## src/rtl/chunk_mem_arbiter_pkg.sv

```systemverilog
// Shared constants and types for the chunk memory read arbiter.
// The optional burst lock is enabled with CHUNK_MEM_ARB_BURST_LOCK_EN.
package chunk_mem_arbiter_pkg;

    localparam int MEM_WORD_BYTES          = 4;
    localparam int BYTES_IN_CHUNK          = 64;
    localparam int WORDS_IN_CHUNK          = BYTES_IN_CHUNK / MEM_WORD_BYTES;
    localparam int MEM_ARB_MAX_OUTSTANDING = 8;
    localparam int MEM_ADDR_W              = 32;
    localparam int MEM_DATA_W              = 32;

    typedef enum logic [0:0] {
        LOCK_IDLE = 1'b0,
        LOCK_HELD = 1'b1
    } lock_state_e;

endpackage

```

## src/rtl/chunk_mem_arbiter_if.sv

```systemverilog
// Requester-side and memory-side handshake bundle of the chunk memory arbiter.
// slave is the arbiter view, master is the view of whatever drives the arbiter.
interface chunk_mem_arbiter_if
    import chunk_mem_arbiter_pkg::*;
#(
    parameter int NUM_REQ = 4
);
    logic [NUM_REQ-1:0]                 req_addr_vld;
    logic [NUM_REQ-1:0][MEM_ADDR_W-1:0] req_addr;
    logic [NUM_REQ-1:0]                 req_addr_rdy;
    logic [NUM_REQ-1:0]                 req_data_vld;
    logic [MEM_DATA_W-1:0]              req_data;
    logic                               mem_addr_vld;
    logic [MEM_ADDR_W-1:0]              mem_addr;
    logic                               mem_addr_rdy;
    logic                               mem_data_vld;
    logic [MEM_DATA_W-1:0]              mem_data;
    logic                               busy;
    logic                               err_orphan;

    modport slave (
        input  req_addr_vld, req_addr, mem_addr_rdy, mem_data_vld, mem_data,
        output req_addr_rdy, req_data_vld, req_data, mem_addr_vld, mem_addr,
               busy, err_orphan
    );

    modport master (
        output req_addr_vld, req_addr, mem_addr_rdy, mem_data_vld, mem_data,
        input  req_addr_rdy, req_data_vld, req_data, mem_addr_vld, mem_addr,
               busy, err_orphan
    );
endinterface

```

## src/rtl/chunk_mem_arb_tag_fifo.sv

```systemverilog
// In-order FIFO of requester tags for reads that are issued but not yet returned.
// Push while full and pop while empty are ignored.
module chunk_mem_arb_tag_fifo #(
    parameter int WIDTH = 2,
    parameter int DEPTH = 8
) (
    input  logic                       clk,
    input  logic                       rst,
    input  logic                       push,
    input  logic [WIDTH-1:0]           push_data,
    input  logic                       pop,
    output logic [WIDTH-1:0]           head,
    output logic                       empty,
    output logic                       full,
    output logic [$clog2(DEPTH):0]     count
);
    localparam int PTR_W = $clog2(DEPTH);
    localparam int CNT_W = PTR_W + 1;

    logic [WIDTH-1:0] mem_r [DEPTH];
    logic [PTR_W-1:0] wr_ptr_r;
    logic [PTR_W-1:0] rd_ptr_r;
    logic [CNT_W-1:0] count_r;
    logic             push_ok_s;
    logic             pop_ok_s;

    assign empty     = (count_r == {CNT_W{1'b0}});
    assign full      = (count_r == CNT_W'(DEPTH));
    assign count     = count_r;
    assign head      = mem_r[rd_ptr_r];
    assign push_ok_s = push & ~full;
    assign pop_ok_s  = pop & ~empty;

    // tag storage; contents are only meaningful below count
    always_ff @(posedge clk) begin
        if (push_ok_s) begin
            mem_r[wr_ptr_r] <= push_data;
        end
    end

    // pointers and occupancy; DEPTH is a power of two so pointers wrap naturally
    always_ff @(posedge clk or negedge rst) begin
        if (!rst) begin
            wr_ptr_r <= {PTR_W{1'b0}};
            rd_ptr_r <= {PTR_W{1'b0}};
            count_r  <= {CNT_W{1'b0}};
        end else begin
            if (push_ok_s) begin
                wr_ptr_r <= wr_ptr_r + PTR_W'(1);
            end
            if (pop_ok_s) begin
                rd_ptr_r <= rd_ptr_r + PTR_W'(1);
            end
            case ({push_ok_s, pop_ok_s})
                2'b10:   count_r <= count_r + CNT_W'(1);
                2'b01:   count_r <= count_r - CNT_W'(1);
                default: count_r <= count_r;
            endcase
        end
    end
endmodule

```

## src/rtl/chunk_mem_arbiter.sv

```systemverilog
// Round-robin arbiter sharing one memory read port among NUM_REQ chunk-fill engines.
// Define CHUNK_MEM_ARB_BURST_LOCK_EN to keep the grant on one requester for a whole chunk.
module chunk_mem_arbiter
    import chunk_mem_arbiter_pkg::*;
#(
    parameter int NUM_REQ         = 4,
    parameter int MAX_OUTSTANDING = MEM_ARB_MAX_OUTSTANDING
) (
    input  logic                clk,
    input  logic                rst,
    chunk_mem_arbiter_if.slave  bus
);
    localparam int IDX_W = $clog2(NUM_REQ);
    localparam int CNT_W = $clog2(MAX_OUTSTANDING) + 1;

    logic [IDX_W-1:0]   rr_ptr_r;
    logic [IDX_W-1:0]   rr_ptr_nxt_s;
    logic [NUM_REQ-1:0] eligible_s;
    logic [IDX_W-1:0]   start_s;
    logic [IDX_W:0]     pick_s;
    logic [IDX_W-1:0]   win_s;
    logic               can_issue_s;
    logic               accept_s;
    logic               pop_s;
    logic               orphan_s;
    logic [IDX_W-1:0]   head_s;
    logic               empty_s;
    logic               full_s;
    logic [CNT_W-1:0]   count_s;
    logic [CNT_W-1:0]   count_nxt_s;
    logic               busy_r;
    logic               err_orphan_r;

    function automatic logic [IDX_W-1:0] idx_inc(input logic [IDX_W-1:0] idx);
        logic [IDX_W-1:0] res;
        if (int'(idx) == NUM_REQ - 1) begin
            res = {IDX_W{1'b0}};
        end else begin
            res = idx + IDX_W'(1);
        end
        return res;
    endfunction

    // {found, index} of the first set bit at or after ptr, wrapping
    function automatic logic [IDX_W:0] rr_pick(input logic [NUM_REQ-1:0] vld,
                                               input logic [IDX_W-1:0]   ptr);
        logic [IDX_W:0] res;
        int             j;
        res = {(IDX_W+1){1'b0}};
        for (int i = NUM_REQ - 1; i >= 0; i--) begin
            j = int'(ptr) + i;
            if (j >= NUM_REQ) begin
                j = j - NUM_REQ;
            end
            if (vld[j]) begin
                res = {1'b1, IDX_W'(j)};
            end
        end
        return res;
    endfunction

    assign pick_s      = rr_pick(eligible_s, start_s);
    assign win_s       = pick_s[IDX_W-1:0];
    assign can_issue_s = (count_s < CNT_W'(MAX_OUTSTANDING));
    // rst gating keeps every strobe low for the whole reset assertion
    assign bus.mem_addr_vld = rst & pick_s[IDX_W] & can_issue_s;
    assign bus.mem_addr     = bus.req_addr[win_s];
    assign accept_s         = bus.mem_addr_vld & bus.mem_addr_rdy;
    assign bus.req_addr_rdy = {{(NUM_REQ-1){1'b0}}, accept_s} << win_s;
    assign pop_s            = rst & bus.mem_data_vld & ~empty_s;
    assign orphan_s         = rst & bus.mem_data_vld & empty_s;
    assign bus.req_data_vld = {{(NUM_REQ-1){1'b0}}, pop_s} << head_s;
    assign bus.req_data     = bus.mem_data;
    assign count_nxt_s      = count_s + CNT_W'(accept_s) - CNT_W'(pop_s);
    assign bus.busy         = busy_r;
    assign bus.err_orphan   = err_orphan_r;

    chunk_mem_arb_tag_fifo #(
        .WIDTH (IDX_W),
        .DEPTH (MAX_OUTSTANDING)
    ) u_tag_fifo (
        .clk       (clk),
        .rst       (rst),
        .push      (accept_s),
        .push_data (win_s),
        .pop       (pop_s),
        .head      (head_s),
        .empty     (empty_s),
        .full      (full_s),
        .count     (count_s)
    );

`ifdef CHUNK_MEM_ARB_BURST_LOCK_EN
    lock_state_e      lock_state_r;
    lock_state_e      lock_state_nxt_s;
    logic [IDX_W-1:0] lock_idx_r;
    logic [IDX_W-1:0] lock_idx_nxt_s;
    logic [3:0]       beat_r;
    logic [3:0]       beat_nxt_s;

    // lock FSM: a dropped lock owner releases in the same cycle so the next requester is not delayed
    always_comb begin
        lock_state_nxt_s = lock_state_r;
        lock_idx_nxt_s   = lock_idx_r;
        beat_nxt_s       = beat_r;
        rr_ptr_nxt_s     = rr_ptr_r;
        eligible_s       = bus.req_addr_vld;
        start_s          = rr_ptr_r;
        case (lock_state_r)
            LOCK_IDLE: begin
                if (accept_s) begin
                    lock_state_nxt_s = LOCK_HELD;
                    lock_idx_nxt_s   = win_s;
                    beat_nxt_s       = 4'd1;
                end else begin
                    lock_state_nxt_s = LOCK_IDLE;
                end
            end
            LOCK_HELD: begin
                if (!bus.req_addr_vld[lock_idx_r]) begin
                    start_s      = idx_inc(lock_idx_r);
                    rr_ptr_nxt_s = idx_inc(lock_idx_r);
                    if (accept_s) begin
                        lock_idx_nxt_s = win_s;
                        beat_nxt_s     = 4'd1;
                    end else begin
                        lock_state_nxt_s = LOCK_IDLE;
                        beat_nxt_s       = 4'd0;
                    end
                end else begin
                    eligible_s = {{(NUM_REQ-1){1'b0}}, 1'b1} << lock_idx_r;
                    if (accept_s && (beat_r == 4'(WORDS_IN_CHUNK - 1))) begin
                        lock_state_nxt_s = LOCK_IDLE;
                        beat_nxt_s       = 4'd0;
                        rr_ptr_nxt_s     = idx_inc(lock_idx_r);
                    end else if (accept_s) begin
                        beat_nxt_s = beat_r + 4'd1;
                    end else begin
                        beat_nxt_s = beat_r;
                    end
                end
            end
            default: begin
                lock_state_nxt_s = LOCK_IDLE;
                beat_nxt_s       = 4'd0;
            end
        endcase
    end

    // lock state registers
    always_ff @(posedge clk or negedge rst) begin
        if (!rst) begin
            lock_state_r <= LOCK_IDLE;
            lock_idx_r   <= {IDX_W{1'b0}};
            beat_r       <= 4'd0;
        end else begin
            lock_state_r <= lock_state_nxt_s;
            lock_idx_r   <= lock_idx_nxt_s;
            beat_r       <= beat_nxt_s;
        end
    end
`else
    // per-beat round robin: the pointer moves past each accepted winner
    always_comb begin
        eligible_s = bus.req_addr_vld;
        start_s    = rr_ptr_r;
        if (accept_s) begin
            rr_ptr_nxt_s = idx_inc(win_s);
        end else begin
            rr_ptr_nxt_s = rr_ptr_r;
        end
    end
`endif

    // round-robin pointer, busy flag and sticky orphan flag
    always_ff @(posedge clk or negedge rst) begin
        if (!rst) begin
            rr_ptr_r     <= {IDX_W{1'b0}};
            busy_r       <= 1'b0;
            err_orphan_r <= 1'b0;
        end else begin
            rr_ptr_r     <= rr_ptr_nxt_s;
            busy_r       <= (count_nxt_s != {CNT_W{1'b0}});
            err_orphan_r <= err_orphan_r | orphan_s;
        end
    end
endmodule

```

## src/flat_wrapper.sv

```systemverilog
// flat-port wrapper written by rule: the top's interface ports become plain ports
module chunk_mem_arbiter_flat import chunk_mem_arbiter_pkg::*;
#(
    parameter int NUM_REQ         = 4,
    parameter int MAX_OUTSTANDING = MEM_ARB_MAX_OUTSTANDING
)
  (clk, rst, bus_req_addr_vld, bus_req_addr, bus_mem_addr_rdy, bus_mem_data_vld, bus_mem_data, bus_req_addr_rdy, bus_req_data_vld, bus_req_data, bus_mem_addr_vld, bus_mem_addr, bus_busy, bus_err_orphan);
  chunk_mem_arbiter_if #(.NUM_REQ(NUM_REQ)) bus_i ();
  input  logic clk;
  input  logic rst;
  input wire logic [$bits(bus_i.req_addr_vld)-1:0] bus_req_addr_vld;
  input wire logic [$bits(bus_i.req_addr)-1:0] bus_req_addr;
  input wire logic [$bits(bus_i.mem_addr_rdy)-1:0] bus_mem_addr_rdy;
  input wire logic [$bits(bus_i.mem_data_vld)-1:0] bus_mem_data_vld;
  input wire logic [$bits(bus_i.mem_data)-1:0] bus_mem_data;
  output wire logic [$bits(bus_i.req_addr_rdy)-1:0] bus_req_addr_rdy;
  output wire logic [$bits(bus_i.req_data_vld)-1:0] bus_req_data_vld;
  output wire logic [$bits(bus_i.req_data)-1:0] bus_req_data;
  output wire logic [$bits(bus_i.mem_addr_vld)-1:0] bus_mem_addr_vld;
  output wire logic [$bits(bus_i.mem_addr)-1:0] bus_mem_addr;
  output wire logic [$bits(bus_i.busy)-1:0] bus_busy;
  output wire logic [$bits(bus_i.err_orphan)-1:0] bus_err_orphan;
  assign bus_i.req_addr_vld = bus_req_addr_vld;
  assign bus_i.req_addr = bus_req_addr;
  assign bus_i.mem_addr_rdy = bus_mem_addr_rdy;
  assign bus_i.mem_data_vld = bus_mem_data_vld;
  assign bus_i.mem_data = bus_mem_data;
  assign bus_req_addr_rdy = bus_i.req_addr_rdy;
  assign bus_req_data_vld = bus_i.req_data_vld;
  assign bus_req_data = bus_i.req_data;
  assign bus_mem_addr_vld = bus_i.mem_addr_vld;
  assign bus_mem_addr = bus_i.mem_addr;
  assign bus_busy = bus_i.busy;
  assign bus_err_orphan = bus_i.err_orphan;
  chunk_mem_arbiter #(.NUM_REQ(NUM_REQ), .MAX_OUTSTANDING(MAX_OUTSTANDING)) u_core (.clk(clk), .rst(rst), .bus(bus_i));
endmodule
```

## config.mk

```make
export PLATFORM = sky130hd
export DESIGN_NAME = chunk_mem_arbiter_flat
export DESIGN_NICKNAME = d
export VERILOG_FILES = /design/src/rtl/chunk_mem_arbiter_pkg.sv /design/src/rtl/chunk_mem_arbiter_if.sv /design/src/rtl/chunk_mem_arb_tag_fifo.sv /design/src/rtl/chunk_mem_arbiter.sv /design/src/flat_wrapper.sv
export SDC_FILE = /design/constraint.sdc
export NUM_CORES = 1
export LEC_CHECK = 0
export BUFFER_PORTS_ARGS = -buffer_cell sky130_fd_sc_hd__buf_4
export CORE_AREA = 2 2 96 98
export DETAILED_ROUTE_END_ITERATION = 12
export DIE_AREA = 0 0 98 100
export GPL_ROUTABILITY_DRIVEN = 0
export PLACE_DENSITY_LB_ADDON = 0.08
export SETUP_SLACK_MARGIN = 0.4
export SYNTH_ARGS = -nofsm -noshare
export SYNTH_HDL_FRONTEND = slang
export SYNTH_SLANG_ARGS = --single-unit
```

## constraint.sdc

```tcl
create_clock -name clk -period 6 [get_ports clk]
set_input_delay 0.6 -clock clk [delete_from_list [all_inputs] [get_ports clk]]
set_output_delay 0.6 -clock clk [all_outputs]
set_load 0.05 [all_outputs]
```

==> impl_metrics.py <==
metrics = {
    "setup_path": {
        "worstSetupStartpointType": "register",
        "cp_max_fo": 38,
        "endpoint_kind": "primary output",
        "path_cells": "nor2b_1 > o21ai_1 > nand4_4 > buf_4 > mux2i_1 > mux2i_1 > buf_4",
        "critPathTopFamily": "simple AND/OR/NAND/NOR gates",
        "crit_slowest_cell": "nand4_4",
        "crit_type": "reg2out",
        "cp.required_ns": 5.40,
        "crit_buf_inv": 2,
        "arrival_ns": 2.91,
        "critPathMaxStageDelay_ns": 0.67,
    },
    "route": {
        "vias_per_cell": 4.83,
        "drt_first_pass_iters": 4,
        "wl_per_cell_um": 15.9,
        "routed_wl_mm": 8.56,
        "num_vias": 2600,
        "drt_iter0_markers": 51,
        "ant_nets": 0,
        "route.detailed.drc": 0,
    },
    "place": {
        "dp_hpwl_mm": 7.21,
        "port-buffer-count": 178,
        "dp_slack_ns": 2.54,
    },
    "sta": {
        "setup_viol": 0,
        "hold_violations": 0,
        "max_freq_mhz": 285,
        "skew_ns": 0.00433,
        "rsz0062_at_grt": "false",
        "min_period_over_period": 0.585,
        "finalMaxSlewViolations": 0,
        "max_slew_margin": 0.442,
        "min_period_ns": 3.51,
        "setup_ws_ns": 2.49,
        "tightest_slew_ns": 0.835,
        "tns_ns": 0,
    },
    "logic_synthesis": {
        "synthArstFlopShare": 0.467,
        "synth_edf_count": 16,
        "ys_types": 43,
        "syn-instance-count": 284,
        "avgSynthCellArea_um2": 10.5,
        "ys_dominant_reg_cell": "edfxtp_1",
        "synth_warnings": 0,
        "ys_ff_latch": 30,
        "syn_area_um2": 2990,
        "synth_fp_nets": 465,
        "yosysSeqAreaShare": 0.278,
    },
    "floorplanning": {
        "die_area_um2": 9800,
        "num_io_pins": 243,
        "die_h_um": 100,
        "die_w_um": 98,
        "initial_core_util": 0.337,
        "rows": 35,
        "core_um2": 8890,
    },
    "clocking": {
        "cts_tree": "built",
        "cts.hold.buffers_added": 0,
        "clockBufferDepth": 2,
        "cts_sinks": 30,
        "post-cts-setup-buffers": 0,
        "cts_resized": 0,
        "cts_root_buffer": "clkbuf_8",
        "numCtsBuffers": 5,
        "clkLatencyLatePin_ns": 0.28,
        "htreeDepth": 2,
        "clkTransAtPathRegs_ns": 0.06,
    },
    "global_route": {
        "grt_max_degree": 46,
        "grt_use_total": 0.165,
        "antenna_found_initial": 0,
        "overflow": 0,
        "grt_pass1_wl_mm": 13.0,
        "grt_pass1_vias": 2629,
    },
    "cells_and_area": {
        "antenna_cells": 0,
        "final_util": 0.479,
        "nets": 607,
        "synthToLayoutAreaGrowth_pct": 42.5,
        "drive_gt1_frac": 0.473,
    },
    "power": {
        "power_mw": 1.90,
        "leakage_nw": 2.20,
        "irDropWorstVdd_mv": 0.269,
        "power.density_nw_per_um2": 447,
    },
    "flow_run": {
        "drv_cap": 0,
    },
    "run_status": {
        "status": "complete, no violations",
    },
    "hold_path": {
        "hp-class": "in2async",
    },
}
-- cell type report --
class                   count  area [um2]
fillers                   862        4630
clock inverters             3        40.0
well taps                 111         139
repair buffers            180        1350
multi-input cells         197        1790
clock buffers               5        68.8
flip-flops and latches     30         831
inverters                  12        45.0
-- per-layer routing --
metal | share of wire | global-route usage | vias up | wire length [um]
met5 | 0 | 0 | - | 0
met4 | 0.011 | 0.0363 | 0 | 90
met3 | 0.093 | 0.0641 | 13 | 794
met2 | 0.52 | 0.295 | 108 | 4430
met1 | 0.38 | 0.187 | 1203 | 3250
li1 | - | - | 1276 | -
-- registers in the layout, summed over array words and instances, names as in the netlist --
register                    flops
u_core.u_tag_fifo.wr_ptr_r      3
u_core.u_tag_fifo.rd_ptr_r      3
u_core.bus.busy                 1
u_core.u_tag_fifo.mem_r        16
u_core.rr_ptr_r                 2
u_core.bus.err_orphan           1
u_core.u_tag_fifo.count         4
-- layout by cell type (no fill, tap or decap), types with 2 or more instances in the layout --
cell | synthesis | final
a21oi_1 | 4 | 4
a31oi_1 | 3 | 3
buf_4 | 36 | 180
clkbuf_8 | 0 | 5
clkinv_2 | 0 | 2
dfrtp_1 | 14 | 14
edfxtp_1 | 16 | 16
ha_1 | 12 | 12
inv_1 | 10 | 10
inv_2 | 2 | 2
mux2_1 | 2 | 2
mux2i_1 | 96 | 96
mux4_2 | 4 | 4
nand2_1 | 11 | 11
nand2b_1 | 2 | 2
nand3_1 | 5 | 5
nand3b_1 | 2 | 2
nor2_1 | 14 | 14
nor3_1 | 8 | 8
nor3b_1 | 2 | 2
o21bai_1 | 2 | 2
xnor2_1 | 7 | 7
xor2_1 | 4 | 4
-- path summary, 6_finish.rpt --
| path | from | to | cells after the start | slack [ns] |
|---|---|---|---|---|
| worst max-delay path | u_core.rr_ptr_r[0]$_DFFE_PN0N_ | bus_mem_addr[21] | 7 | 2.49 |
| worst min-delay path | rst | u_core.u_tag_fifo.wr_ptr_r[0]$_DFFE_PN0P_ | 1 | 0.18 |
| worst max register to register | u_core.u_tag_fifo.count[1]$_DFFE_PN0P_ | u_core.bus.busy$_DFF_PN0_ | 11 | 3.37 |
| worst min register to register | u_core.bus.err_orphan$_DFF_PN0_ | u_core.bus.err_orphan$_DFF_PN0_ | 1 | 0.50 |
| max in group asynchronous | rst | u_core.u_tag_fifo.rd_ptr_r[0]$_DFFE_PN0P_ | 1 | 5.63 |
| min in group clk | u_core.bus.err_orphan$_DFF_PN0_ | u_core.bus.err_orphan$_DFF_PN0_ | 1 | 0.50 |
-- cells by family (layout without fill, tap and decap cells) --
kind of cell	Yosys count	after routing	share of synthesized area
buffers and inverters	57	200	0.130
xor gates and xnor gates	11	11	0.0322
and+or+nand+nor	53	53	0.0937
DFF	30	30	0.278
AOI/OAI and AO/OA	17	17	0.0464
adders and majority gates	13	13	0.0569
muxes	103	103	0.363
-- power by group --
group / switching [mW] / internal (mW) / leakage [nW]
clock network: 0.0749 / 0.122 / 0.0579
registers: 0.0698 / 0.283 / 0.308
logic: 0.820 / 0.535 / 1.84
-- metrics by stage --
stage / area (um2) / hold WS [ns] / instances
2_1_floorplan: 2990 / 0.304 / 284
3_3_place_gp: 4150 / 0.472 / 530
3_5_place_dp: 4150 / 0.476 / 530
4_1_cts: 4260 / 0.180 / 538
5_1_grt: 4260 / 0.187 / 538
6_report: 4260 / 0.176 / 538
-- synthesized netlist by cell type (5+ instances only) --
master | instances | area [um2]
ha_1 | 12 | 150
nand3_1 | 5 | 25.0
dfrtp_1 | 14 | 350
nor2_1 | 14 | 52.6
buf_4 | 36 | 270
nor3_1 | 8 | 40.0
edfxtp_1 | 16 | 480
inv_1 | 10 | 37.5
buf_6 | 5 | 56.3
xnor2_1 | 7 | 61.3
nand2_1 | 11 | 41.3
mux2i_1 | 96 | 961
No activity file was read; power rests on OpenSTA's default activity.
